$ cat src/rtl/direction_ctrl.sv
// direction_ctrl: turns debounced button presses into a snake-style heading.
// Presses are edge-detected, prioritised (up > right > down > left), checked
// against the reference heading and buffered until the next game tick (step).
//
// Ports:
//   clock         in   single clock, rising edge
//   reset_n       in   synchronous active-low reset
//   btn_up/right/down/left in  debounced button levels, active-high
//   step          in   one-cycle game-tick pulse
//   direction     out  [1:0] current heading (00 up, 01 right, 10 down, 11 left)
//   turn_pending  out  high while a buffered turn exists
//   dropped       out  one-cycle pulse when a press is rejected
//
// Build option: DIRCTRL_QUEUE_EN selects a QUEUE_DEPTH-entry turn FIFO;
// without it a single last-wins pending slot is used.
module direction_ctrl #(
  parameter int unsigned QUEUE_DEPTH = 2,
  parameter logic [1:0]  INIT_DIR    = 2'b01
) (
  input  logic       clock,
  input  logic       reset_n,
  input  logic       btn_up,
  input  logic       btn_right,
  input  logic       btn_down,
  input  logic       btn_left,
  input  logic       step,
  output logic [1:0] direction,
  output logic       turn_pending,
  output logic       dropped
);

  // Bit index of each button equals its heading code.
  logic [3:0] btn_now;
  logic [3:0] btn_prev_q;
  logic [3:0] press;
  logic       sel_vld;
  logic [1:0] sel_dir;
  logic       multi;

  logic [1:0] dir_q, dir_d;
  logic       pend_q, pend_d;
  logic       drop_q, drop_d;

  assign btn_now = {btn_left, btn_down, btn_right, btn_up};
  assign press   = btn_now & ~btn_prev_q;

  // Pick the highest-priority press; any other simultaneous press is a drop.
  always_comb begin
    sel_vld = 1'b0;
    sel_dir = 2'b00;
    if (press[0]) begin
      sel_vld = 1'b1;
      sel_dir = 2'b00;
    end else if (press[1]) begin
      sel_vld = 1'b1;
      sel_dir = 2'b01;
    end else if (press[2]) begin
      sel_vld = 1'b1;
      sel_dir = 2'b10;
    end else if (press[3]) begin
      sel_vld = 1'b1;
      sel_dir = 2'b11;
    end
    multi = sel_vld && (press != 4'(4'b0001 << sel_dir));
  end

`ifdef DIRCTRL_QUEUE_EN
  localparam int unsigned CW = $clog2(QUEUE_DEPTH + 1);

  logic [1:0]    q_q [QUEUE_DEPTH];
  logic [1:0]    q_d [QUEUE_DEPTH];
  logic [CW-1:0] cnt_q, cnt_d, cnt_pop;
  logic [1:0]    ref_dir;
  logic          pop;

  // Pop on step, then validate the press against the pre-pop tail and push.
  always_comb begin
    q_d     = q_q;
    dir_d   = dir_q;
    drop_d  = multi;
    ref_dir = dir_q;
    for (int i = 0; i < int'(QUEUE_DEPTH); i++) begin
      if (cnt_q == CW'(i + 1)) ref_dir = q_q[i];
    end
    pop = step && (cnt_q != '0);
    if (pop) begin
      dir_d = q_q[0];
      for (int i = 0; i < int'(QUEUE_DEPTH) - 1; i++) q_d[i] = q_q[i + 1];
    end
    cnt_pop = pop ? cnt_q - CW'(1) : cnt_q;
    cnt_d   = cnt_pop;
    if (sel_vld && (sel_dir != ref_dir)) begin
      if (sel_dir == (ref_dir ^ 2'b10)) begin
        drop_d = 1'b1;
      end else if (cnt_pop == CW'(QUEUE_DEPTH)) begin
        drop_d = 1'b1;
      end else begin
        for (int i = 0; i < int'(QUEUE_DEPTH); i++) begin
          if (cnt_pop == CW'(i)) q_d[i] = sel_dir;
        end
        cnt_d = cnt_pop + CW'(1);
      end
    end
    pend_d = (cnt_d != '0);
  end

  always_ff @(posedge clock) begin
    if (!reset_n) begin
      cnt_q <= '0;
      for (int i = 0; i < int'(QUEUE_DEPTH); i++) q_q[i] <= 2'b00;
    end else begin
      cnt_q <= cnt_d;
      q_q   <= q_d;
    end
  end
`else
  localparam int unsigned QDEPTH_UNUSED = QUEUE_DEPTH;

  logic [1:0] slot_q, slot_d;
  logic       slot_vld_q, slot_vld_d;

  // Single pending slot checked against the live heading; newest valid press wins.
  always_comb begin
    dir_d      = dir_q;
    drop_d     = multi;
    slot_d     = slot_q;
    slot_vld_d = slot_vld_q;
    if (step && slot_vld_q) begin
      dir_d      = slot_q;
      slot_vld_d = 1'b0;
    end
    if (sel_vld && (sel_dir != dir_q)) begin
      if (sel_dir == (dir_q ^ 2'b10)) begin
        drop_d = 1'b1;
      end else begin
        slot_d     = sel_dir;
        slot_vld_d = 1'b1;
      end
    end
    pend_d = slot_vld_d;
  end

  always_ff @(posedge clock) begin
    if (!reset_n) begin
      slot_q     <= 2'b00;
      slot_vld_q <= 1'b0;
    end else begin
      slot_q     <= slot_d;
      slot_vld_q <= slot_vld_d;
    end
  end
`endif

  // Previous levels reset high so a button held through reset is not a press.
  always_ff @(posedge clock) begin
    if (!reset_n) begin
      btn_prev_q <= 4'b1111;
      dir_q      <= INIT_DIR;
      pend_q     <= 1'b0;
      drop_q     <= 1'b0;
    end else begin
      btn_prev_q <= btn_now;
      dir_q      <= dir_d;
      pend_q     <= pend_d;
      drop_q     <= drop_d;
    end
  end

  assign direction    = dir_q;
  assign turn_pending = pend_q;
  assign dropped      = drop_q;

endmodule

$ cat config.mk
export PLATFORM = sky130hd
export DESIGN_NAME = direction_ctrl
export DESIGN_NICKNAME = d
export VERILOG_FILES = /design/src/rtl/direction_ctrl.sv
export SDC_FILE = /design/constraint.sdc
export NUM_CORES = 1
export LEC_CHECK = 0
export CAP_MARGIN = 20
export CORE_AREA = 3 3 40 42
export DETAILED_ROUTE_END_ITERATION = 16
export DIE_AREA = 0 0 43 45
export GPL_TIMING_DRIVEN = 0
export SYNTH_ARGS = -nofsm -noshare
export SYNTH_HDL_FRONTEND = slang
export SYNTH_SLANG_ARGS = --single-unit
$ cat constraint.sdc
create_clock -name clock -period 1.6 [get_ports clock]
set_clock_uncertainty 0.2 [all_clocks]
set_input_delay 0.24 -clock clock [delete_from_list [all_inputs] [get_ports clock]]
set_output_delay 0.24 -clock clock [all_outputs]
set_load 0.1 [all_outputs]
==> parameters.txt, run 1 <==
Parameter                              Value

Critical path
  Worst setup path startpoint ... direction[0]
  Combined buffer and inverter count along the critical path ... 1
  Worst path required time ... around 1200 ps
  Data arrival time of the critical path ... between 1000 and 1500 ps
  Start-to-end type of the worst setup path ... reg2out
  FF-to-FF Start ... btn_prev_q[1]
  Worst stage delay on the critical path ... around 440 ps
  Maximum fanout count along the critical path ... 9
  Cell-by-cell listing of the critical path ... buf_2
  Slowest CP cell ... sky130_fd_sc_hd__buf_2
  Endpoint kind of the worst setup timing path ... output pin
  Crit-path leading delay family ... buffers and inverters
  Type of origin of the critical path ... flip-flop

STA
  Accumulated negative setup slack ... 0 ps
  Achievable frequency ... between 600 and 700 MHz
  Pin slew with the least headroom to its limit ... around 540 ps
  Final-report hold violation count ... 0
  Shortest period the worst path allows ... approximately 1600 ps
  Final setup violation count ... 0
  Post-layout worst setup margin ... 32.40 ps
  Worst slew margin relative to its limit ... 64.12%
  Pins Over Slew Limit ... 0
  Post-route fraction of the period consumed by the critical path ... a little over nine tenths
  Setup repair after global routing missed its margin ... false
  Worst hold slack across all endpoints ... 4.500 ps

Synthesis
  Post-synthesis instance area ... around 470 sq um
  Synth unique cells ... 22
  Net count after synthesis ... just under 60
  Synth Register Bits ... 10
  Seq/Total Area, Yosys ... between 40% and 50%
  Synthesized instance count ... 52
  Syn. warnings ... 0
  Average cell area after synthesis ... approximately 9.1 sq um

Routing
  Drt via density ... about 5.0
  Routed Antenna Nets ... 0
  Final wirelength ... roughly 960 um
  Drt first-iter violations ... 10
  Highest metal layer used by the detailed router ... met4
  Sum of met2 wire segment lengths after detailed routing ... 403 um
  Via count ... around 410
  Number of detailed-routing iterations run before antenna repair ... 4
  Routed wl met3 ... 55 um
  Wire length the detailed router placed on met1 ... about 460 um
  DRC errors left ... 0
  Detail-routed net length per standard cell ... roughly 12 um

Floorplanning
  Effective utilization at floorplan ... between 30% and 40%
  Number of standard-cell rows in the floorplan ... 13
  Full die area ... 1935 sq um
  Die Y-Extent ... roughly 45 um
  Core Box Area ... 1285 sq um
  I/O pin count ... 11
  Die span in x ... ~43 um

Layout
  Count of inserted antenna diode cells ... 0
  Layout Cell Area excl Fill ... 646.9 sq um
  Synthesis-to-layout area growth ... 36.77%
  Share of the core filled with cells in the final layout ... slightly above 50%
  Filler instances ... about 140
  Layout Cells excl Fill ... just over 80
  Proportion of layout cells with a drive suffix above 1 ... between 30% and 40%
  Nets ... 75

Clock network
  Maximum count of clock buffers along a single path ... 2
  TritonCTS clock tree ... built
  Deepest level of the CTS H-tree ... 1
  Hold buffers post-CTS ... 0
  Post-CTS clock slew at the launch and capture registers of the worst setup and hold paths ... 80 ps
  Worst skew pair latency ... 270 ps
  Count of clock tree sinks ... 10
  Root buf cell ... sky130_fd_sc_hd__clkbuf_4
  Number of buffers added by the clock tree synthesis step ... 3

Global route
  All-layer global routing usage ... between 10% and 20%
  Number of global-route vias before repair ... approximately 400
  Initial antenna violation count ... 0
  First-pass GRT wire length ... 1635 um
  Largest net degree at the start of global routing ... 10
  Grt total ovfl ... 0

Run
  Number of maximum-capacitance violations ... 0

Placed design
  Instance area after placement ... about 600 sq um
  Buffers on Ports ... 10
  Inst Count DP ... 77
  Routability cong. ... 0.7874
  Post-detail-place hpwl ... roughly 630 um
  Post-place setup slack ... -374.0 ps

Power
  Power per cell area ... about 860 nW/um^2
  LEAKAGE ... approximately 0.25 nW
  Peak supply drop ... about 420 uV
  Design Power ... 0.5558 mW

Status
  Outcome ... finished, final reports clean

Worst hold path
  Hold Path Class ... in2reg
  Startpoint of the worst hold path ... btn_down
[state kept, by name, summed over array words and instances (netlist names)]
signal / count
dropped: 1
btn_prev_q: 4
slot_q: 2
direction: 2
turn_pending: 1
[cells in the final DEF (no fill, tap or decap), drive strengths merged, types with 2 or more instances in the layout]
cell type and instances:
a2111oi 2, a21oi 3, buf 6, clkbuf 4
clkdlybuf4s50 5, dfxtp 10, inv 2, mux2i 3
nand2 5, nand2b 7, nand3 3, nor2 3
nor2b 2, o21ai 3
[cell type report]
class	count	area, sq um	share of cell area (%)
plain buffers	3	30.03	4.642
clock buffers	3	22.52	3.482
clock inverters	1	3.754	0.5803
inverters	2	7.507	1.161
multi-input cells	37	259.0	40.04
flip-flops and latches	10	209.0	32.30
well taps	15	18.77	2.901
repair buffers	11	96.34	14.89
[kinds of logic (layout without fill, tap and decap cells)]
kind of cell,count (synthesis),count (layout),synth area share (%)
AND/OR/NAND/NOR,23,23,27.51
AO/OA/AOI/OAI,11,11,16.40
buffers and inverters,5,20,7.407
flip-flops,10,10,42.33
multiplexers,3,3,6.349
[cells in the mapped netlist, drive strengths merged]
cell type,n,area (sq um)
mux2i,3,30.03
a31oi,1,6.260
a21oi,3,15.01
o21ai,3,15.01
nand2,5,18.77
and2,1,6.260
inv,2,7.510
o2111ai,1,8.760
a221oi,1,8.760
buf,3,27.52
nor3,1,5.000
nor2,3,13.77
a2111oi,2,23.77
dfxtp,10,200.2
nand3,3,15.01
nor2b,2,20.02
nor3b,1,7.510
nand2b,7,43.79
[routing by layer]
metal  GRT usage [%]  vias up
li1                -      213
met2           15.87       14
met3           2.390        4
met4           13.25        0
met5               0        -
met1           15.22      182
[power by group]
group | switching [mW] | internal, mW
combinational | 0.0613 | 0.0434
clock | 0.0935 | 0.0902
sequential | 0.00921 | 0.258
[worst paths after layout]
path / depth (start not counted) / end / slack (ps)
hold reg to reg: 2 / direction[1] / 290
hold / removal: 2 / btn_prev_q[2] / 5
setup reg to reg: 5 / dropped / 170
setup / recovery: 1 / direction[0] / 30
[repair_timing]
action | in CTS | in global routing
resized for setup | 20 | 5
pin swaps | 2 | 0
setup buffers | 1 | 0
endpoints found under the hold margin | 0 | 0
gates cloned | 0 | 0
endpoints found under the setup margin | 5 | 2
Note: power is estimated with default switching activity, not from simulation.
==> inputs of run 2 (changes only) <==
--- a/config.mk
+++ b/config.mk
@@ -10,6 +10,7 @@
 export DETAILED_ROUTE_END_ITERATION = 16
 export DIE_AREA = 0 0 43 45
 export GPL_TIMING_DRIVEN = 0
+export MAX_ROUTING_LAYER = met4
 export SYNTH_ARGS = -nofsm -noshare
 export SYNTH_HDL_FRONTEND = slang
 export SYNTH_SLANG_ARGS = --single-unit
==> run 2 against run 1 <==
First-iteration DRC count unchanged. Power hardly changed. Die area is the same. Combinational power barely moved. Global-route usage is 0.36 points higher. Cell area did not move. Final cell count unchanged. Register-to-register slack barely moved. Maximum frequency barely moved. Sequential share of layout area is the same. Via count unchanged. Worst setup slack barely moved. Largest cell class unchanged. Highest routed layer unchanged.
==> parameters.txt, run 2 (synthesis results as in run 1) <==
Parameter                              Value

Critical path
  Type of origin of the critical path ... flip-flop
  Slowest CP cell ... sky130_fd_sc_hd__buf_2
  Data arrival time of the critical path ... around 1100 ps
  Endpoint of the worst-slack reg-to-reg timing path ... dropped
  Cell-by-cell listing of the critical path ... buf_2
  FF-to-FF Start ... btn_prev_q[1]
  Combined buffer and inverter count along the critical path ... 1
  Start-to-end type of the worst setup path ... reg2out
  Worst stage delay on the critical path ... 440 ps
  Length in cells of the worst reg-to-reg path ... 5
  Worst path required time ... about 1200 ps
  Register-to-register setup slack ... between 150 and 200 ps
  Endpoint kind of the worst setup timing path ... output pin
  Crit-path leading delay family ... buffers and inverters
  Maximum fanout count along the critical path ... 9

Routing
  DRC errors left ... 0
  Routed Antenna Nets ... 0
  Detail-routed net length per standard cell ... 11.68 um
  Drt first-iter violations ... 10
  Drt via density ... roughly 5
  Final wirelength ... between 900 and 1000 um
  Via count ... ~410
  Number of detailed-routing iterations run before antenna repair ... 4

Clock network
  Deepest level of the CTS H-tree ... 1
  Hold buffers post-CTS ... 0
  Root buf cell ... sky130_fd_sc_hd__clkbuf_4
  Number of buffers added by the clock tree synthesis step ... 3
  Count of clock tree sinks ... 10
  Worst skew pair latency ... around 270 ps
  Maximum count of clock buffers along a single path ... 2
  Post-CTS clock slew at the launch and capture registers of the worst setup and hold paths ... ~80 ps
  TritonCTS clock tree ... built

Power
  Comb pwr share ... approximately a fifth
  Clock network power share ... 33.1%
  Net switching component of the power ... ~0.16 mW
  Sequential group share of total power ... 48.1%
  Internal power summed over all cells ... around 0.39 mW
  Power per cell area ... about 860 nW/um^2
  Switching part of the total ... between 20 and 30%
  Peak supply drop ... approximately 420 uV
  LEAKAGE ... 0.2549 nW

Floorplanning
  Die span in x ... approximately 43 um
  Full die area ... approximately 1900 sq um
  Die Y-Extent ... around 45 um
  Core Box Area ... 1285 sq um
  I/O pin count ... 11
  Effective utilization at floorplan ... ~37%
  Number of standard-cell rows in the floorplan ... 13

STA
  Post-route fraction of the period consumed by the critical path ... a little over nine tenths
  Pin slew with the least headroom to its limit ... approximately 540 ps
  Setup repair after global routing missed its margin ... false
  Accumulated negative setup slack ... 0 ps
  Final setup violation count ... 0
  Worst slew margin relative to its limit ... 64.12%
  Shortest period the worst path allows ... between 1500 and 2000 ps
  Achievable frequency ... 637.9 MHz
  Final-report hold violation count ... 0
  Pins Over Slew Limit ... 0

Global route
  Grt total ovfl ... 0
  All-layer global routing usage ... between 10% and 20%
  Largest net degree at the start of global routing ... 10
  Number of global-route vias before repair ... about 400
  Initial antenna violation count ... 0
  First-pass GRT wire length ... 1642 um

Run
  Number of maximum-capacitance violations ... 0

Worst hold path
  Min-Delay Endpoint ... btn_prev_q[2]
  Number of cells on the worst hold path ... 2
  Hold Path Class ... in2reg
  Startpoint of the worst hold path ... btn_down

Layout
  Synthesis-to-layout area growth ... 36.77%
  Leading cell types in the layout, fill and taps excluded ... sky130_fd_sc_hd__nand2b_1 (7), sky130_fd_sc_hd__dfxtp_1 (7), sky130_fd_sc_hd__nand2_1 (5), sky130_fd_sc_hd__clkdlybuf4s50_1 (5), sky130_fd_sc_hd__clkbuf_4 (4)
  Layout Cell Area excl Fill ... 646.9 sq um
  Proportion of layout cells with a drive suffix above 1 ... 31.34%
  Number of flip-flops under the largest register name ... 4
  Nets ... 75
  Count of inserted antenna diode cells ... 0
  Register with the most flip-flops ... btn_prev_q

Placed design
  Instance area after placement ... between 600 and 700 sq um
  Buffers on Ports ... 10
  Routability cong. ... 0.7985
  Post-detail-place hpwl ... between 600 and 700 um

Status
  Outcome ... finished, final reports clean
-- run 2: final cells by class --
type                       instances  area (sq um)
timing repair buffer              11         96.34
fill                             136         638.1
sequential                        10         209.0
inverter                           2         7.507
buffer                             3         30.03
multi-input combinational         37         259.0
tap                               15         18.77
clock buffer                       3         22.52
clock inverter                     1         3.754
-- run 2: routing by layer --
layer,GRT usage (%),wire length (um)
met1,15.22,462
met3,2.390,55
met4,13.25,37
met2,15.87,403
met5,-,0
-- run 2: worst max-delay path by stage --
stage	start	end	slack, ps	cells after the start
2_1_floorplan	direction[0]	slot_q[1]	160	4
3_3_place_gp	direction[0]	direction[0]	-370	1
3_5_place_dp	direction[0]	direction[0]	-370	1
4_1_cts	direction[0]	direction[0]	30	1
5_1_grt	dropped	dropped	6	1
6_report	direction[0]	direction[0]	30	1
-- run 2: per-stage QoR --
stage / std cells / util, % / hold WS [ps] / power [mW] / setup WS (ps)
2_1_floorplan: 52 / - / 111.1 / 0.3399 / 163.5
3_3_place_gp: 77 / 46.74 / 261.7 / 0.3728 / -371.3
3_5_place_dp: 77 / 46.74 / 260.4 / 0.3726 / -374.0
4_1_cts: 82 / 49.08 / 284.4 / 0.5557 / 33.86
5_1_grt: 82 / 50.34 / 24.77 / 0.5810 / 5.868
6_report: 82 / 50.34 / 4.493 / 0.5558 / 32.39
-- run 2: power by group through the flow --
stage / clock network [mW] / registers, mW / logic (mW)
2_1_floorplan: 0 / 0.301 / 0.0390
3_5_place_dp: 0 / 0.273 / 0.0998
4_1_cts: 0.187 / 0.267 / 0.101
5_1_grt: 0.200 / 0.269 / 0.113
6_report: 0.184 / 0.267 / 0.105
3_3_place_gp: 0 / 0.273 / 0.100
-- run 2: repair_timing --
| item | in CTS | in global routing |
|---|---|---|
| setup endpoints to repair | 5 | 2 |
| pin swaps | 2 | 0 |
| gates cloned | 0 | 0 |
| buffers inserted | 1 | 0 |
| gates resized for setup | 20 | 5 |
==> inputs of run 3 (changes only) <==
--- a/config.mk
+++ b/config.mk
@@ -5,7 +5,7 @@
 export SDC_FILE = /design/constraint.sdc
 export NUM_CORES = 1
 export LEC_CHECK = 0
-export CAP_MARGIN = 20
+export CAP_MARGIN = 10
 export CORE_AREA = 3 3 40 42
 export DETAILED_ROUTE_END_ITERATION = 16
 export DIE_AREA = 0 0 43 45
==> results of run 3 <==
The final DEF is identical to that of run 2; final timing and power are the same.
